## config.mk

```make
export PLATFORM = sky130hd
export DESIGN_NAME = mux_32_to_1
export DESIGN_NICKNAME = d
export VERILOG_FILES = /design/src/rtl/mux_32_to_1.sv
export SDC_FILE = /design/constraint.sdc
export NUM_CORES = 1
export LEC_CHECK = 0
export CELL_PAD_IN_SITES_DETAIL_PLACEMENT = 1
export CELL_PAD_IN_SITES_GLOBAL_PLACEMENT = 1
export CORE_MARGIN = 4
export CORE_UTILIZATION = 18
export CTS_BUF_LIST = sky130_fd_sc_hd__clkbuf_16
export CTS_CLUSTER_SIZE = 40
export DETAILED_ROUTE_END_ITERATION = 8
export PLACE_DENSITY_LB_ADDON = 0.1
export SYNTH_ARGS = -nofsm -noshare
export SYNTH_HDL_FRONTEND = slang
export SYNTH_SLANG_ARGS = --single-unit
```

## constraint.sdc

```tcl
create_clock -name clk -period 1.93 [get_ports clk]
set_input_delay 0.386 -clock clk [delete_from_list [all_inputs] [get_ports clk]]
set_output_delay 0.386 -clock clk [all_outputs]
set_load 0.05 [all_outputs]
```

## src/rtl/mux_32_to_1.sv

```systemverilog
// Single-bit 32:1 selector: Y = X[S] through a 5-level 2:1 mux tree, plus a registered copy.
// Y is zero-latency; Y_q/valid_q follow one cycle after an en=1 edge; no backpressure, en/valid only.
module mux_32_to_1 (
  input  logic        clk,
  input  logic        rst_n,
  input  logic [31:0] X,
  input  logic [4:0]  S,
  input  logic        en,
  output logic        Y,
  output logic        Y_q,
  output logic        valid_q
);

  logic [15:0] lvl0;
  logic [7:0]  lvl1;
  logic [3:0]  lvl2;
  logic [1:0]  lvl3;

  // Each level halves the candidates; cell k takes pair (2k, 2k+1) from the level below.
  genvar k;
  generate
    for (k = 0; k < 16; k++) begin : g_lvl0
      assign lvl0[k] = S[0] ? X[2*k+1] : X[2*k];
    end
    for (k = 0; k < 8; k++) begin : g_lvl1
      assign lvl1[k] = S[1] ? lvl0[2*k+1] : lvl0[2*k];
    end
    for (k = 0; k < 4; k++) begin : g_lvl2
      assign lvl2[k] = S[2] ? lvl1[2*k+1] : lvl1[2*k];
    end
    for (k = 0; k < 2; k++) begin : g_lvl3
      assign lvl3[k] = S[3] ? lvl2[2*k+1] : lvl2[2*k];
    end
  endgenerate

  assign Y = S[4] ? lvl3[1] : lvl3[0];

  // valid_q marks a fresh capture only; Y_q holds across en=0 cycles.
  always_ff @(posedge clk or negedge rst_n) begin
    if (!rst_n) begin
      Y_q     <= 1'b0;
      valid_q <= 1'b0;
    end else begin
      valid_q <= en;
      if (en) begin
        Y_q <= Y;
      end
    end
  end

endmodule

```

==> impl_metrics.py <==
metrics = {
    "run_status": {
        "status": "finished clean",
    },
    "logic_synthesis": {
        "synth_cell_type_count": 16,
        "ys_seq_area_share_pct": 12.3,
        "syn_area_per_cell_um2": 9.04,
        "yosys_register_bits": 2,
        "yosysTopAreaCellShare_pct": 39.4,
        "synthTopCellsByArea": "mux2i_1, dfrtp_1, a2111oi_4",
        "syn-num-nets": 85,
        "yosysWarnings": 0,
        "netlist_area_um2": 407,
        "synth_cells": 45,
        "synth_top_cell_by_area": "mux2i_1",
    },
    "clocking": {
        "clock_sinks": 2,
        "cts_buffers": 3,
        "clock_latency_ns": 0.22,
        "ctsHoldBuffers": 0,
        "root_buffer": "clkbuf_16",
        "cts_tree": "yes",
        "postCtsSetupBuffers": 0,
        "clock_path_buffers": 2,
        "cts_max_level": 1,
        "clk_pin_slew_ns": 0.03,
    },
    "grt": {
        "overflow": 0,
        "grt_pass1_wl_mm": 2.79,
        "grt_pass1_vias": 602,
        "antenna_found_initial": 0,
        "grt_max_degree": 7,
        "grtUsageTotal_pct": 10.8,
    },
    "timing": {
        "drv_slew": 0,
        "rsz0062_at_grt": "yes",
        "period_minus_slack_ns": 1.91,
        "skew_ns": 0,
        "hold-worst-slack_ns": 0.338,
        "hold_viol": 0,
        "tightest_slew_ns": 0.512,
        "layout_setup_ws_ns": 0.0162,
        "setup_violations": 0,
        "period_share_pct": 99.2,
        "fmax_mhz": 523,
        "relSlewSlack_pct": 65.8,
    },
    "setup_path": {
        "critPathLaunchType": "input port",
        "cp_data_arrival_time_ns": 1.53,
        "path_buf_inv": 2,
        "crit_path_end_kind": "primary output",
        "critical_path.cell_chain": "dlygate4sd2_1, mux2i_1, a22o_1, a2111oi_4, a22oi_2, nand3_2, buf_12",
        "slowest_stage": "a2111oi_4",
        "critPathMaxFanout": 2,
        "cpPeakStageDelay_ns": 0.28,
        "critPathTopFamily": "compound AO/OA/AOI/OAI gates",
        "cp.required_ns": 1.54,
        "worstSetupPathType": "in2out",
    },
    "placed_design": {
        "dp_hpwl_mm": 1.42,
        "io_buffers": 42,
        "globalplace.congestion": 0.686,
        "place_ws_ns": -0.483,
    },
    "floorplanning": {
        "die_y_um": 55.5,
        "start_util_pct": 19.7,
        "fp.dieArea_um2": 3080,
        "pin_count": 43,
        "num_rows": 16,
        "core-area_um2": 2060,
        "die_w_um": 55.5,
    },
    "cells_and_area": {
        "drive_gt1_share_pct": 30.1,
        "fillers": 242,
        "syn_to_final_growth_pct": 159,
        "antenna_cells": 0,
        "layout_common_cells": "clkdlybuf4s50_1, mux2i_1, buf_4",
        "final_common_cell": "clkdlybuf4s50_1",
        "nets": 145,
    },
    "power": {
        "p_leak_uw": 0.000491,
        "power.density_nw_per_um2": 553,
        "ir_drop_mv": 0.724,
    },
    "hold_path": {
        "hold_class": "in2async",
    },
    "route": {
        "dr.pass1.iters": 4,
        "vias_per_cell": 4.37,
        "dr_total_vias": 568,
        "first_iter_violations": 12,
        "drc": 0,
        "wl_mm": 1.65,
        "wl_per_cell_um": 12.7,
        "antenna_left": 0,
    },
    "flow_run": {
        "maxCapViolations": 0,
    },
}
cell families (layout without fill, tap and decap cells):
| logic type | count (synthesis) | in the layout | share of synthesized area [%] |
|---|---|---|---|
| and+or+nand+nor | 14 | 14 | 16.9 |
| muxes | 16 | 16 | 39.4 |
| DFF | 2 | 2 | 12.3 |
| buffers and inverters | 2 | 60 | 4.62 |
| AOI/OAI and AO/OA | 11 | 11 | 26.8 |
worst paths after layout:
| check | endpoint | slack, ns | depth (start not counted) | start |
|---|---|---|---|---|
| worst max-delay path | Y | 0.02 | 7 | X[7] |
| worst min register to register | Y_q | 0.57 | 2 | Y_q |
| min in group clk | Y_q | 0.57 | 2 | Y_q |
| worst max register to register | Y_q | 1.26 | 2 | Y_q |
| worst min-delay path | Y_q | 0.34 | 1 | rst_n |
| max in group asynchronous | valid_q | 1.47 | 1 | rst_n |
routing by layer:
layer	global-route usage (%)	share of wire, %	vias to the layer above
met2	16.7	47	27
met3	2.33	7.9	0
li1	-	-	289
met4	3.13	0	0
met5	0	0	-
met1	14.9	45	252
report_power, final:
group	total, uW	switching [uW]	internal, uW
logic	227	90.9	136
registers	48.2	1.74	46.5
clock network	307	43.6	263
total	582	136	446
state kept, by name, summed over array words and instances (netlist names):
name,cells
valid_q,1
Y_q,1
cell type report:
class                           instances  area, um2  share of cell area [%]
Clock buffer                            3       75.1                    7.13
Tap cell                               27       33.8                    3.21
Timing Repair Buffer                   57        532                    50.5
Multi-Input combinational cell         41        363                    34.4
Sequential cell                         2       50.0                    4.75
worst register-to-register path, stage by stage, from the launching register on:
cell and delay (ns):
dfrtp_1 0.36, nor2_1 0.13, a41oi_2 0.04
per-stage QoR:
| step | utilization, % | total power [uW] | TNS (ns) | std cells | cell area [um2] |
|---|---|---|---|---|---|
| 2_1_floorplan | - | 141 | 0 | 45 | 412 |
| 3_3_place_gp | 47.0 | 279 | -0.713 | 127 | 970 |
| 3_5_place_dp | 47.0 | 282 | -0.725 | 127 | 970 |
| 4_1_cts | 50.9 | 588 | 0 | 130 | 1050 |
| 5_1_grt | 51.1 | 612 | -0.0502 | 130 | 1050 |
| 6_report | 51.1 | 582 | 0 | 130 | 1050 |
synth_stat cells:
cell type  count
buf_6          1
buf_4          1
nand3_1        3
a41oi_2        1
mux2i_1       16
nand2b_1       2
nand2_1        4
nor2_1         2
a22oi_2        1
dfrtp_1        2
and2_1         1
a22o_1         2
a22oi_1        2
a2111oi_4      1
nor2b_1        2
a21oi_1        4
repair_timing:
action,CTS,global route
pin swaps,9,3
endpoints found under the setup margin,2,1
gates resized for setup,36,2
Note: power is estimated with default switching activity, not from simulation.
